$ cat config.mk
export PLATFORM = sky130hd
export DESIGN_NAME = spi_register_host
export DESIGN_NICKNAME = d
export VERILOG_FILES = /design/src/rtl/octane_spi_pkg.sv /design/src/rtl/spi_sck_divider.sv /design/src/rtl/spi_register_host.sv
export SDC_FILE = /design/constraint.sdc
export NUM_CORES = 1
export LEC_CHECK = 0
export BUFFER_PORTS_ARGS = -buffer_cell sky130_fd_sc_hd__buf_2
export CAP_MARGIN = 0
export CORE_ASPECT_RATIO = 0.7
export CORE_UTILIZATION = 52
export CTS_BUF_LIST = sky130_fd_sc_hd__clkbuf_8 sky130_fd_sc_hd__clkbuf_16
export DETAILED_ROUTE_END_ITERATION = 8
export PLACE_DENSITY = 0.76
export SKIP_LAST_GASP = 1
export SLEW_MARGIN = 20
export SYNTH_ARGS = -nofsm -noshare
export SYNTH_HDL_FRONTEND = slang
export SYNTH_SLANG_ARGS = --single-unit
$ cat constraint.sdc
create_clock -name i_Clock -period 3.2 [get_ports i_Clock]
set_input_delay 0.48 -clock i_Clock [delete_from_list [all_inputs] [get_ports i_Clock]]
set_output_delay 0.48 -clock i_Clock [all_outputs]
set_load 0.01 [all_outputs]
$ cat src/rtl/octane_spi_pkg.sv
// Shared SPI definitions for the host and the synth target: frame sizes,
// host FSM states and register-number field helpers.
package octane_spi_pkg;

  localparam int SPI_FRAME_BITS  = 32;
  localparam int SPI_SAMPLE_BITS = 16;

  typedef enum logic [2:0] {
    SPI_IDLE,
    SPI_SETUP,
    SPI_SHIFT,
    SPI_HOLD,
    SPI_GAP
  } spi_host_state_t;

  localparam logic [1:0] REG_PREFIX_VOICE_OPERATOR = 2'b11;
  localparam logic [1:0] REG_PREFIX_GLOBAL         = 2'b10;

  // Voice-operator registers: {2'b11, parameter[13:8], voice[7:3], operator[2:0]}
  function automatic logic [15:0] voiceOperatorRegister(
    input logic [5:0] parameterIndex,
    input logic [4:0] voice,
    input logic [2:0] operatorIndex
  );
    return {REG_PREFIX_VOICE_OPERATOR, parameterIndex, voice, operatorIndex};
  endfunction

  function automatic logic [15:0] globalRegister(input logic [13:0] index);
    return {REG_PREFIX_GLOBAL, index};
  endfunction

  function automatic logic isVoiceOperatorRegister(input logic [15:0] registerNumber);
    return registerNumber[15:14] == REG_PREFIX_VOICE_OPERATOR;
  endfunction

  function automatic logic isGlobalRegister(input logic [15:0] registerNumber);
    return registerNumber[15:14] == REG_PREFIX_GLOBAL;
  endfunction

  function automatic logic [5:0] registerParameter(input logic [15:0] registerNumber);
    return registerNumber[13:8];
  endfunction

  function automatic logic [4:0] registerVoice(input logic [15:0] registerNumber);
    return registerNumber[7:3];
  endfunction

  function automatic logic [2:0] registerOperator(input logic [15:0] registerNumber);
    return registerNumber[2:0];
  endfunction

endpackage

$ cat src/rtl/spi_sck_divider.sv
// SCK generator: registered serial clock plus same-cycle rise/fall strobes
// so the host acts on the very edge at which SCK changes.
module spi_sck_divider #(
  parameter int CLOCK_HALF_PERIOD = 4
) (
  input  logic i_Clock,
  input  logic i_Reset,
  input  logic enable,
  output logic sck,
  output logic rise,
  output logic fall
);

  localparam int DIV_W = (CLOCK_HALF_PERIOD > 1) ? $clog2(CLOCK_HALF_PERIOD) : 1;

  logic [DIV_W-1:0] divCount;
  logic             wrap;

  assign wrap = enable && (divCount == DIV_W'(CLOCK_HALF_PERIOD - 1));
  assign rise = wrap && !sck;
  assign fall = wrap && sck;

  // Disabling clears the divider so every frame starts from a full half-period.
  always_ff @(posedge i_Clock or posedge i_Reset) begin
    if (i_Reset) begin
      divCount <= '0;
      sck      <= 1'b0;
    end else if (!enable) begin
      divCount <= '0;
      sck      <= 1'b0;
    end else if (wrap) begin
      divCount <= '0;
      sck      <= !sck;
    end else begin
      divCount <= divCount + 1'b1;
    end
  end

endmodule

$ cat src/rtl/spi_register_host.sv
// SPI mode-0 host: sends one {register number, value} frame per command and
// captures the 16-bit sample the synth returns in the first half of the frame.
module spi_register_host
  import octane_spi_pkg::*;
#(
  parameter int CLOCK_HALF_PERIOD = 4,
  parameter int CS_SETUP_CYCLES   = 2,
  parameter int CS_IDLE_CYCLES    = 4
) (
  input  logic                               i_Clock,
  input  logic                               i_Reset,
  input  logic                               i_Valid,
  output logic                               o_Ready,
  input  logic [15:0]                        i_RegisterNumber,
  input  logic [15:0]                        i_RegisterValue,
  output logic                               o_SPI_CS,
  output logic                               o_SPI_SCK,
  output logic                               o_SPI_MOSI,
  input  logic                               i_SPI_MISO,
  output logic                               o_SampleValid,
  output logic signed [SPI_SAMPLE_BITS-1:0]  o_Sample
);

  localparam int PHASE_MAX = (CS_SETUP_CYCLES > CS_IDLE_CYCLES) ? CS_SETUP_CYCLES : CS_IDLE_CYCLES;
  localparam int PHASE_W   = $clog2(PHASE_MAX + 1);
  localparam int BIT_W     = $clog2(SPI_FRAME_BITS);

  spi_host_state_t           state;
  logic [PHASE_W-1:0]        phaseCount;
  logic [BIT_W-1:0]          bitCount;
  logic [SPI_FRAME_BITS-1:0] txShift;
  logic [SPI_FRAME_BITS-1:0] rxShift;
  logic                      shiftEnable;
  logic                      sckRise;
  logic                      sckFall;

  assign shiftEnable = (state == SPI_SHIFT);
  // The TX shifter's MSB is the MOSI flop; it drains to zero by the end of a frame.
  assign o_SPI_MOSI  = txShift[SPI_FRAME_BITS-1];

  spi_sck_divider #(
    .CLOCK_HALF_PERIOD(CLOCK_HALF_PERIOD)
  ) sckDivider (
    .i_Clock (i_Clock),
    .i_Reset (i_Reset),
    .enable  (shiftEnable),
    .sck     (o_SPI_SCK),
    .rise    (sckRise),
    .fall    (sckFall)
  );

  always_ff @(posedge i_Clock or posedge i_Reset) begin
    if (i_Reset) begin
      state         <= SPI_IDLE;
      phaseCount    <= '0;
      bitCount      <= '0;
      txShift       <= '0;
      rxShift       <= '0;
      o_SPI_CS      <= 1'b1;
      o_Ready       <= 1'b1;
      o_SampleValid <= 1'b0;
      o_Sample      <= '0;
    end else begin
      o_SampleValid <= 1'b0;
      case (state)
        SPI_IDLE: begin
          if (i_Valid) begin
            txShift    <= {i_RegisterNumber, i_RegisterValue};
            rxShift    <= '0;
            bitCount   <= '0;
            phaseCount <= '0;
            o_SPI_CS   <= 1'b0;
            o_Ready    <= 1'b0;
            state      <= SPI_SETUP;
          end
        end

        SPI_SETUP: begin
          if (phaseCount == PHASE_W'(CS_SETUP_CYCLES - 1)) begin
            phaseCount <= '0;
            state      <= SPI_SHIFT;
          end else begin
            phaseCount <= phaseCount + 1'b1;
          end
        end

        SPI_SHIFT: begin
          if (sckRise) begin
            rxShift  <= {rxShift[SPI_FRAME_BITS-2:0], i_SPI_MISO};
            bitCount <= bitCount + 1'b1;
          end
          // bitCount wraps to zero on the 32nd rise, so a fall seeing zero is the last one.
          if (sckFall) begin
            txShift <= {txShift[SPI_FRAME_BITS-2:0], 1'b0};
            if (bitCount == '0) begin
              state <= SPI_HOLD;
            end
          end
        end

        SPI_HOLD: begin
          if (phaseCount == PHASE_W'(CS_SETUP_CYCLES - 1)) begin
            phaseCount    <= '0;
            o_SPI_CS      <= 1'b1;
            o_SampleValid <= 1'b1;
            o_Sample      <= $signed(rxShift[SPI_FRAME_BITS-1 -: SPI_SAMPLE_BITS]);
            state         <= SPI_GAP;
          end else begin
            phaseCount <= phaseCount + 1'b1;
          end
        end

        SPI_GAP: begin
          if (phaseCount == PHASE_W'(CS_IDLE_CYCLES - 1)) begin
            phaseCount <= '0;
            o_Ready    <= 1'b1;
            state      <= SPI_IDLE;
          end else begin
            phaseCount <= phaseCount + 1'b1;
          end
        end

        default: begin
          o_SPI_CS <= 1'b1;
          o_Ready  <= 1'b1;
          state    <= SPI_IDLE;
        end
      endcase
    end
  end

endmodule
==> results.json <==
{
  "ir_worst_vdd_mv": 0.554,
  "io_buffers": 56,
  "crit_arrival_ns": 2.32,
  "cp_max_fo": 42,
  "power.net_switching_uw": 1420,
  "startpoint": "state[1]$_DFFE_PP0P_",
  "p_int_uw": 2540,
  "ff_latch_area_sq_um": 2430,
  "period_share_pct": 64.3,
  "final_cell_count_no_fill": 591,
  "grt_pass1_vias": 3024,
  "p_seq_share_pct": 43.2,
  "switching_share_pct": 35.8,
  "io_pins": 57,
  "use_met1_pct": 29.0,
  "cts_root_buffer": "clkbuf_16",
  "synth-xor-area-share_pct": 0.824,
  "die_w_um": 110,
  "synthesis.instances": 440,
  "dr.pass1.iters": 4,
  "avgSynthCellArea_sq_um": 9.66,
  "synth_top_family_by_area": "simple AND/OR/NAND/NOR gates",
  "floorplan.initialDensity_pct": 53.8,
  "clock_latency_ns": 0.34,
  "post_cts_resized": 0,
  "criticalPathCategory": "reg -> reg",
  "ant_nets": 0,
  "setup_viol": 0,
  "cts_buffer_depth": 2,
  "antenna_cells": 0,
  "cts_hold_buf": 0,
  "placed_cells": 575,
  "power_density_nw_per_um2": 812,
  "busiest_layer": "met2",
  "cap_violations": 0,
  "layout_min_cycle_time_ns": 2.06,
  "syn-num-nets": 483,
  "p_comb_share_pct": 28.4,
  "p_leak_uw": 0.00231,
  "hpwlAfterDp_mm": 5.16,
  "area_delta_synth_final_pct": 14.9,
  "post_cts_buffers": 0,
  "yosys-top-cells-area": "dfrtp_1 56%, nand2_1 12%, a31oi_1 4.7%",
  "status": "finished, final reports clean",
  "vias": 3099,
  "slew_viol_final": 0,
  "tightest_slew_ns": 0.730,
  "hold_viol": 0,
  "synth_edf_count": 0,
  "async_flop_share_pct": 100,
  "antenna_found_initial": 0,
  "yosysSeqAreaShare_pct": 57.2,
  "drive_above_1_share_pct": 19.8,
  "multi_input_area_sq_um": 1630,
  "rsz0062_at_grt": "false",
  "routed_via_density": 5.24,
  "gr-usage-met2_pct": 33.8,
  "core_area_sq_um": 7910,
  "totalPowerFinal_uw": 3960,
  "reg2reg_from": "state[1]$_DFFE_PP0P_",
  "fill_cells": 643,
  "gp_congestion": 0.794,
  "synth-main-ff-cell": "dfrtp_1",
  "hold_path.class": "in -> async",
  "nets": 528,
  "cts_sinks": 97,
  "p_clk_share_pct": 28.5,
  "synthSimpleGateAreaFrac_pct": 19.0,
  "cts_made_buffers": 9,
  "relSlewSlack_pct": 51.3,
  "crit_required_ns": 3.46,
  "synth_cell_types": 41,
  "grt_start_max_net_pins": 71,
  "fmax_mhz": 486,
  "die_h_um": 77.6,
  "overflow": 0,
  "ys_seq_elements": 97,
  "synthAdderAreaFrac_pct": 2.06,
  "cp-start-kind": "register",
  "yosysTopAreaCell": "dfrtp_1",
  "synth_top_area_share_pct": 55.9,
  "endpoint_kind": "register",
  "use_met3_pct": 4.71,
  "tns_ns": 0,
  "whs_ns": 0.234,
  "track_usage_pct": 21.0,
  "cts_tree": "yes",
  "synthMuxAreaShare_pct": 4.47,
  "htreeDepth": 3,
  "netlist_area_sq_um": 4250,
  "clk_pin_slew_ns": 0.07,
  "rows": 27,
  "fin_skew_ns": 0.00704,
  "die_area_sq_um": 8550,
  "yosys_warnings": 0,
  "drt_iter0_drc": 207,
  "post_drt_wl_per_cell_um": 13.5,
  "drc": 0,
  "synth_compound_area_share_pct": 11.7,
  "finalWirelength_mm": 7.99,
  "grt_pass1_wl_mm": 13.9
}
logic make-up (layout without fill, tap and decap cells):
group | after synthesis | in the layout
and+or+nand+nor | 193 | 193
AOI/OAI and AO/OA | 85 | 85
buffers and inverters | 37 | 87
muxes | 17 | 17
DFF | 97 | 97
xor gates and xnor gates | 4 | 4
adders and majority gates | 7 | 7
per-layer routing:
layer  routed length (um)  vias up  part of all wire, %
li1                     -     1552                    -
met1                 3750     1496                   47
met2                 3940       47                   49
met3                  246        4                  3.1
met4                   64        0                 0.80
met5                    0        -                    0
cells in the mapped netlist (2+ instances only):
cell and instances:
a211oi_1 2, a21oi_1 5, a31oi_1 32, and2_1 3
and3_1 2, buf_2 8, buf_4 9, buf_6 3
clkbuf_1 8, dfrtp_1 95, dfstp_2 2, ha_1 7
inv_1 9, mux2_1 8, mux2_2 8, nand2_1 135
nor2_1 39, nor3_1 3, o2111ai_1 2, o21ai_0 2
o21ai_1 36, xor2_1 3
worst max-delay path, stage by stage, from the launching register on:
cell,delay [ns]
dfrtp_1,0.54
nor2b_2,0.33
o21a_2,0.43
buf_4,0.42
nor2_1,0.09
a31oi_1,0.16
cells in the final DEF (no fill, tap or decap), types with 7 or more instances in the layout:
cell type / n
inv_1: 8
ha_1: 7
a31oi_1: 32
dfrtp_1: 95
o21ai_1: 36
nand2_1: 134
buf_2: 56
clkbuf_16: 9
nor2_1: 39
mux2_1: 8
mux2_2: 8
registers in the layout, indices dropped and copies added, names as in the netlist, 2 cells and up:
signal	flops
rxShift	32
txShift	32
o_Sample	16
bitCount	5
phaseCount	3
state	3
sckDivider.divCount	2
per-stage QoR:
stage	cell area [sq um]	setup WS, ns	utilization (%)
2_1_floorplan	4250	0.190	-
3_3_place_gp	4550	1.21	57.6
3_5_place_dp	4550	1.16	57.6
4_1_cts	4880	1.17	61.7
5_1_grt	4880	0.946	61.8
6_report	4880	1.14	61.8
area by class of cell:
| type | instances | share of cell area (%) |
|---|---|---|
| tap | 101 | 2.59 |
| multi-input combinational | 306 | 33.3 |
| inverter | 9 | 0.718 |
| clock inverter | 7 | 2.05 |
| timing repair buffer | 62 | 6.92 |
| clock buffer | 9 | 4.61 |
| sequential | 97 | 49.8 |
power by group through the flow:
stage	clock (uW)	sequential, uW	combinational [uW]
global placement	0	1710	1070
floorplan	0	1650	1000
detailed placement	0	1730	1120
global route	1200	1750	1290
finish	1130	1710	1120
CTS	1150	1710	1130
path summary, 6_finish.rpt:
kind | slack (ns) | cells past startpoint | end
max in group asynchronous | 2.17 | 3 | o_Ready$_DFFE_PP1P_
setup / recovery | 1.14 | 5 | txShift[24]$_DFFE_PP0P_
min in group i_Clock | 0.36 | 3 | txShift[0]$_DFFE_PP0P_
hold / removal | 0.23 | 2 | o_Sample[13]$_DFFE_PP0P_
setup reg to reg | 1.14 | 5 | txShift[24]$_DFFE_PP0P_
hold reg to reg | 0.44 | 1 | sckDivider.divCount[0]$_DFF_PP0_
Power figures use the tool's default switching activity.
